<file path="config.mk">
export PLATFORM = sky130hd
export DESIGN_NAME = dmac_sched_flat
export DESIGN_NICKNAME = d
export VERILOG_FILES = /design/src/rtl/dmac_sched_if.sv /design/src/rtl/dmac_sched.sv /design/src/flat_wrapper.sv
export SDC_FILE = /design/constraint.sdc
export NUM_CORES = 1
export LEC_CHECK = 0
export CORE_MARGIN = 4
export CORE_UTILIZATION = 44
export DETAILED_ROUTE_END_ITERATION = 8
export GPL_TIMING_DRIVEN = 0
export PLACE_DENSITY = 0.85
export SLEW_MARGIN = 20
export SYNTH_ARGS = -nofsm -noshare
export SYNTH_HDL_FRONTEND = slang
export SYNTH_SLANG_ARGS = --single-unit
</file>
<file path="constraint.sdc">
create_clock -name clk -period 1.82 [get_ports clk]
set_input_delay 0.455 -clock clk [delete_from_list [all_inputs] [get_ports clk]]
set_output_delay 0.455 -clock clk [all_outputs]
set_load 0.02 [all_outputs]
</file>
<file path="src/rtl/dmac_sched_if.sv">
// Scheduler handshake bundle: per-channel control inputs, grant and beat-completion signals.
// The DUT attaches through the slave modport; the channel/AHB side drives through master.
interface dmac_sched_if;
  logic [3:0] ch_req;
  logic [3:0] ch_en;
  logic [3:0] ch_prio;
  logic       beat_done;
  logic       beat_last;
  logic [3:0] grant;
  logic [1:0] grant_id;
  logic       busy;
  logic       start;
  logic [3:0] ch_done;

  modport master (
    output ch_req, ch_en, ch_prio, beat_done, beat_last,
    input  grant, grant_id, busy, start, ch_done
  );

  modport slave (
    input  ch_req, ch_en, ch_prio, beat_done, beat_last,
    output grant, grant_id, busy, start, ch_done
  );
endinterface

</file>
<file path="src/rtl/dmac_sched.sv">
// DMA transfer scheduler: two-level priority with round-robin inside each level,
// per-grant beat quota, and a one-cycle release gap between bus owners.
module dmac_sched #(
  parameter int unsigned QUOTA = 8,
  parameter int unsigned CW    = 4
) (
  input  logic          clk,
  input  logic          rst,
  dmac_sched_if.slave   bus
);
  localparam int unsigned NCH = 4;
  localparam int unsigned IDW = 2;

  typedef enum logic [1:0] {S_IDLE, S_BUSY, S_REL} state_t;

  state_t         state_q, state_d;
  logic [NCH-1:0] grant_q, grant_d;
  logic [NCH-1:0] ch_done_q, ch_done_d;
  logic [IDW-1:0] grant_id_q, grant_id_d;
  logic [IDW-1:0] ptr_q, ptr_d;
  logic [CW-1:0]  cnt_q, cnt_d;
  logic           busy_q, busy_d;
  logic           start_q, start_d;

  logic [NCH-1:0] elig_c, hi_c, cand_c;
  logic [IDW-1:0] win_c;
  logic           win_vld_c;
  logic [CW:0]    cnt_inc_c;
  logic           abort_c, beat_rel_c;

  // Round-robin winner: scan from ptr+1 upward; the reverse loop lets the nearest candidate win.
  always_comb begin
    logic [IDW-1:0] idx;
    elig_c    = bus.ch_req & bus.ch_en;
    hi_c      = elig_c & bus.ch_prio;
    cand_c    = (|hi_c) ? hi_c : elig_c;
    win_c     = ptr_q;
    win_vld_c = 1'b0;
    idx       = ptr_q;
    for (int k = NCH; k >= 1; k--) begin
      idx = ptr_q + IDW'(k);
      if (cand_c[idx]) begin
        win_c     = idx;
        win_vld_c = 1'b1;
      end
    end
  end

  always_comb begin
    state_d    = state_q;
    grant_d    = grant_q;
    grant_id_d = grant_id_q;
    ptr_d      = ptr_q;
    cnt_d      = cnt_q;
    busy_d     = busy_q;
    start_d    = 1'b0;
    ch_done_d  = '0;

    cnt_inc_c  = {1'b0, cnt_q} + (CW+1)'(1);
    abort_c    = ~bus.ch_en[grant_id_q];
    beat_rel_c = bus.beat_done & (bus.beat_last
                                  | (cnt_inc_c == (CW+1)'(QUOTA))
                                  | ~bus.ch_req[grant_id_q]);

    case (state_q)
      S_IDLE, S_REL: begin
        if (win_vld_c) begin
          state_d    = S_BUSY;
          grant_d    = NCH'(1) << win_c;
          grant_id_d = win_c;
          ptr_d      = win_c;
          cnt_d      = '0;
          busy_d     = 1'b1;
          start_d    = 1'b1;
        end else begin
          state_d = S_IDLE;
        end
      end
      S_BUSY: begin
        if (bus.beat_done) cnt_d = CW'(cnt_inc_c);
        if (abort_c || beat_rel_c) begin
          state_d = S_REL;
          grant_d = '0;
          busy_d  = 1'b0;
          ch_done_d[grant_id_q] = bus.beat_done & bus.beat_last & bus.ch_en[grant_id_q];
        end
      end
      default: begin
        state_d = S_IDLE;
        grant_d = '0;
        busy_d  = 1'b0;
      end
    endcase
  end

  always_ff @(posedge clk or posedge rst) begin
    if (rst) begin
      state_q    <= S_IDLE;
      grant_q    <= '0;
      grant_id_q <= '0;
      ptr_q      <= IDW'(NCH - 1);
      cnt_q      <= '0;
      busy_q     <= 1'b0;
      start_q    <= 1'b0;
      ch_done_q  <= '0;
    end else begin
      state_q    <= state_d;
      grant_q    <= grant_d;
      grant_id_q <= grant_id_d;
      ptr_q      <= ptr_d;
      cnt_q      <= cnt_d;
      busy_q     <= busy_d;
      start_q    <= start_d;
      ch_done_q  <= ch_done_d;
    end
  end

  assign bus.grant    = grant_q;
  assign bus.grant_id = grant_id_q;
  assign bus.busy     = busy_q;
  assign bus.start    = start_q;
  assign bus.ch_done  = ch_done_q;
endmodule

</file>
<file path="src/flat_wrapper.sv">
// flat-port wrapper written by rule: the top's interface ports become plain ports
module dmac_sched_flat 
#(
  parameter int unsigned QUOTA = 8,
  parameter int unsigned CW    = 4
)
  (clk, rst, bus_ch_req, bus_ch_en, bus_ch_prio, bus_beat_done, bus_beat_last, bus_grant, bus_grant_id, bus_busy, bus_start, bus_ch_done);
  dmac_sched_if bus_i ();
  input  logic clk;
  input  logic rst;
  input wire logic [$bits(bus_i.ch_req)-1:0] bus_ch_req;
  input wire logic [$bits(bus_i.ch_en)-1:0] bus_ch_en;
  input wire logic [$bits(bus_i.ch_prio)-1:0] bus_ch_prio;
  input wire logic [$bits(bus_i.beat_done)-1:0] bus_beat_done;
  input wire logic [$bits(bus_i.beat_last)-1:0] bus_beat_last;
  output wire logic [$bits(bus_i.grant)-1:0] bus_grant;
  output wire logic [$bits(bus_i.grant_id)-1:0] bus_grant_id;
  output wire logic [$bits(bus_i.busy)-1:0] bus_busy;
  output wire logic [$bits(bus_i.start)-1:0] bus_start;
  output wire logic [$bits(bus_i.ch_done)-1:0] bus_ch_done;
  assign bus_i.ch_req = bus_ch_req;
  assign bus_i.ch_en = bus_ch_en;
  assign bus_i.ch_prio = bus_ch_prio;
  assign bus_i.beat_done = bus_beat_done;
  assign bus_i.beat_last = bus_beat_last;
  assign bus_grant = bus_i.grant;
  assign bus_grant_id = bus_i.grant_id;
  assign bus_busy = bus_i.busy;
  assign bus_start = bus_i.start;
  assign bus_ch_done = bus_i.ch_done;
  dmac_sched #(.QUOTA(QUOTA), .CW(CW)) u_core (.clk(clk), .rst(rst), .bus(bus_i));
endmodule
</file>
==> flow_summary.json <==
{
  "status": "complete, no violations",
  "grt_pass1_vias": 1066,
  "diodes": 0,
  "netlist.area_leader.share": 0.373,
  "critPathLaunchType": "input port",
  "die_width_microns": 60.4,
  "setup_violations": 0,
  "drc": 0,
  "holdCritStartpoint": "u_core.bus.grant[0]",
  "wl_met1_microns": 1340,
  "area_growth_syn_to_layout_pct": 39.5,
  "path_max_fanout": 5,
  "multi_input_area_sq_um": 751,
  "port_buffers": 27,
  "clkLatencyLatePin_ns": 0.30,
  "finalHoldViolCount": 0,
  "fmax_ghz": 0.566,
  "chipHeight_microns": 60.4,
  "irDropWorstVdd_v": 0.000954,
  "skew_ns": 0.00708,
  "layout_common_cells": "dfrtp_1 (17), clkdlybuf4s50_1 (12)",
  "syn-num-nets": 139,
  "slowest_delay_ns": 0.38,
  "ant_nets": 0,
  "antenna_found_initial": 0,
  "power_density_mw_per_mm2": 1280,
  "r2r-end": "u_core.bus.grant[3]",
  "avgSynthCellArea_sq_um": 9.89,
  "top_layer_used": "met4",
  "cp_cell_sequence": "clkdlybuf4s15_1 -> nand2_1 -> a211oi_2 -> nor3b_4 -> buf_4 -> a21o_4 -> a22o_1",
  "drive_gt1_frac": 0.298,
  "rows": 18,
  "path_clk_slew_ns": 0.11,
  "critPathSlowestCell": "a211oi_2",
  "async_reset_ff_frac": 1.00,
  "setup_ws_ns": 0.0524,
  "routed-wl-met2_microns": 1470,
  "critPathKind": "in -> reg",
  "slew_headroom": 0.505,
  "dp_worst_setup_slack_ns": -0.666,
  "ys_types": 48,
  "final_common_cell": "dfrtp_1",
  "root_buffer": "clkbuf_4",
  "synth.area.top_cells": "dfrtp_1 (37%), dfstp_2 (4.4%), nand2_1 (3.1%), nand3_1 (2.9%), inv_1 (2.8%)",
  "numCtsBuffers": 3,
  "ios": 28,
  "seq_area_frac_synth": 0.417,
  "wl_met3_microns": 190,
  "routed_via_density": 6.01,
  "finalMaxSlewViolations": 0,
  "worstHoldEndpoint": "u_core.bus.grant[0]",
  "dieArea_sq_mm": 0.00364,
  "synth_area_sq_mm": 0.00121,
  "ys_ff_latch": 20,
  "crit_path_end_kind": "register",
  "synthFlopType": "dfrtp_1",
  "power_mw": 2.15,
  "synth_edf_count": 0,
  "ctsHoldBuffers": 0,
  "fill_cells": 209,
  "min_path_type": "reg -> reg",
  "firstDrtPassIters": 4,
  "place_congestion": 0.901,
  "grt_usage": 0.170,
  "regToRegSetupSlack_ns": 0.06,
  "cap_violations": 0,
  "syn_inst": 122,
  "finalCriticalPeriod_ns": 1.77,
  "post_drt_wl_per_cell_microns": 15.7,
  "worst_r2r_path_depth": 6,
  "grt_pass1_wl_microns": 4690,
  "timing.rr.start": "u_core.bus.grant_id[1]",
  "required_ns": 2.01,
  "cp.arrival_ns": 1.96,
  "cts_sinks": 20,
  "tritoncts": "built",
  "overflow": 0,
  "tightest_slew_ns": 0.742,
  "drt-initial-drc-count": 43,
  "fin_nets": 179,
  "wl_microns": 3000,
  "dp_hpwl_microns": 2210,
  "coreArea_sq_mm": 0.00254,
  "yosysWarningCount": 0,
  "start_util": 0.474,
  "leakagePower_nw": 0.721,
  "vias": 1147,
  "cts_max_level": 1,
  "synth_largest_area_cell": "dfrtp_1",
  "clk_path_buf_depth": 2,
  "min_period_over_period": 0.971,
  "grt_max_degree": 21,
  "whs_path_depth": 1,
  "regArea_sq_um": 504
}
-- sequential cells by signal (all words and copies together), names as in the netlist --
register and flops:
u_core.bus.ch_done 4, u_core.bus.grant 4, u_core.cnt_q 4, u_core.bus.grant_id 2, u_core.ptr_q 2, u_core.state_q 2, u_core.bus.busy 1, u_core.bus.start 1
-- per-layer routing --
metal  GRT usage  vias up
met2       0.282       35
met4      0.0190        0
li1            -      543
met3      0.0447        2
met5           0        -
met1       0.231      567
-- area by class of cell --
type,instances,share of cell area
sequential,20,0.300
buffer,1,0.00297
multi-input combinational,91,0.446
inverter,9,0.0201
clock buffer,4,0.0216
tap,30,0.0223
timing repair buffer,36,0.187
-- kinds of logic (layout without fill, tap and decap cells) --
family                   Yosys count  count (layout)  share of synthesized area
multiplexers                       5               5                     0.0674
adder cells (fa/ha/maj)            1               1                     0.0104
flip-flops                        20              20                      0.417
AND/OR/NAND/NOR                   50              50                      0.225
XOR/XNOR                           2               2                     0.0145
buffers and inverters             11              50                     0.0363
AO/OA/AOI/OAI                     33              33                      0.229
-- power breakdown --
part           switching (mW)  internal [mW]
sequential              0.137          0.613
combinational           0.577          0.562
clock                   0.137          0.122
total                   0.851           1.30
-- cell usage after synthesis (3+ instances only) --
| cell type | number |
|---|---|
| dfrtp_1 | 18 |
| inv_1 | 9 |
| a21oi_1 | 4 |
| or2_2 | 3 |
| and3_1 | 3 |
| nand3_1 | 7 |
| nand2_1 | 10 |
| nor2b_1 | 3 |
| nand2b_1 | 3 |
| nor3_1 | 4 |
| nor2_1 | 9 |
| a22o_1 | 3 |
-- repair_timing --
action / 4_1_cts / 5_1_grt
pin swaps: 6 / 6
endpoints found under the setup margin: 17 / 8
resized for setup: 43 / 10
setup buffers: 2 / 7
-- worst max-delay path, delay by kind of cell --
kind                   cells  cell delay [ns]
and+or+nand+nor            2             0.27
AOI/OAI and AO/OA          3             0.82
buffers and inverters      2             0.40
-- stage by stage --
step	hold WS (ns)	TNS, ns	instances	instance area (sq um)	utilization
6_report	0.516	0	191	1680	0.661
3_3_place_gp	0.480	-7.47	179	1520	0.595
2_1_floorplan	0.417	0	122	1210	-
3_5_place_dp	0.489	-7.95	179	1520	0.595
5_1_grt	0.551	-0.00168	191	1680	0.661
4_1_cts	0.519	0	184	1620	0.638
-- worst max path at each step --
stage | start | endpoint | slack [ns] | depth (start not counted)
floorplan | bus_ch_req[2] | u_core.bus.grant_id[0] | 0.02 | 5
global placement | bus_ch_req[2] | u_core.bus.grant_id[0] | -0.65 | 6
detailed placement | bus_ch_req[2] | u_core.bus.grant_id[0] | -0.67 | 6
CTS | bus_ch_req[1] | u_core.bus.grant[3] | 0.004 | 7
global route | u_core.bus.grant_id[1] | u_core.bus.grant[3] | -0.002 | 6
finish | bus_ch_en[1] | u_core.bus.grant[3] | 0.05 | 7
No activity file was read; power rests on OpenSTA's default activity.
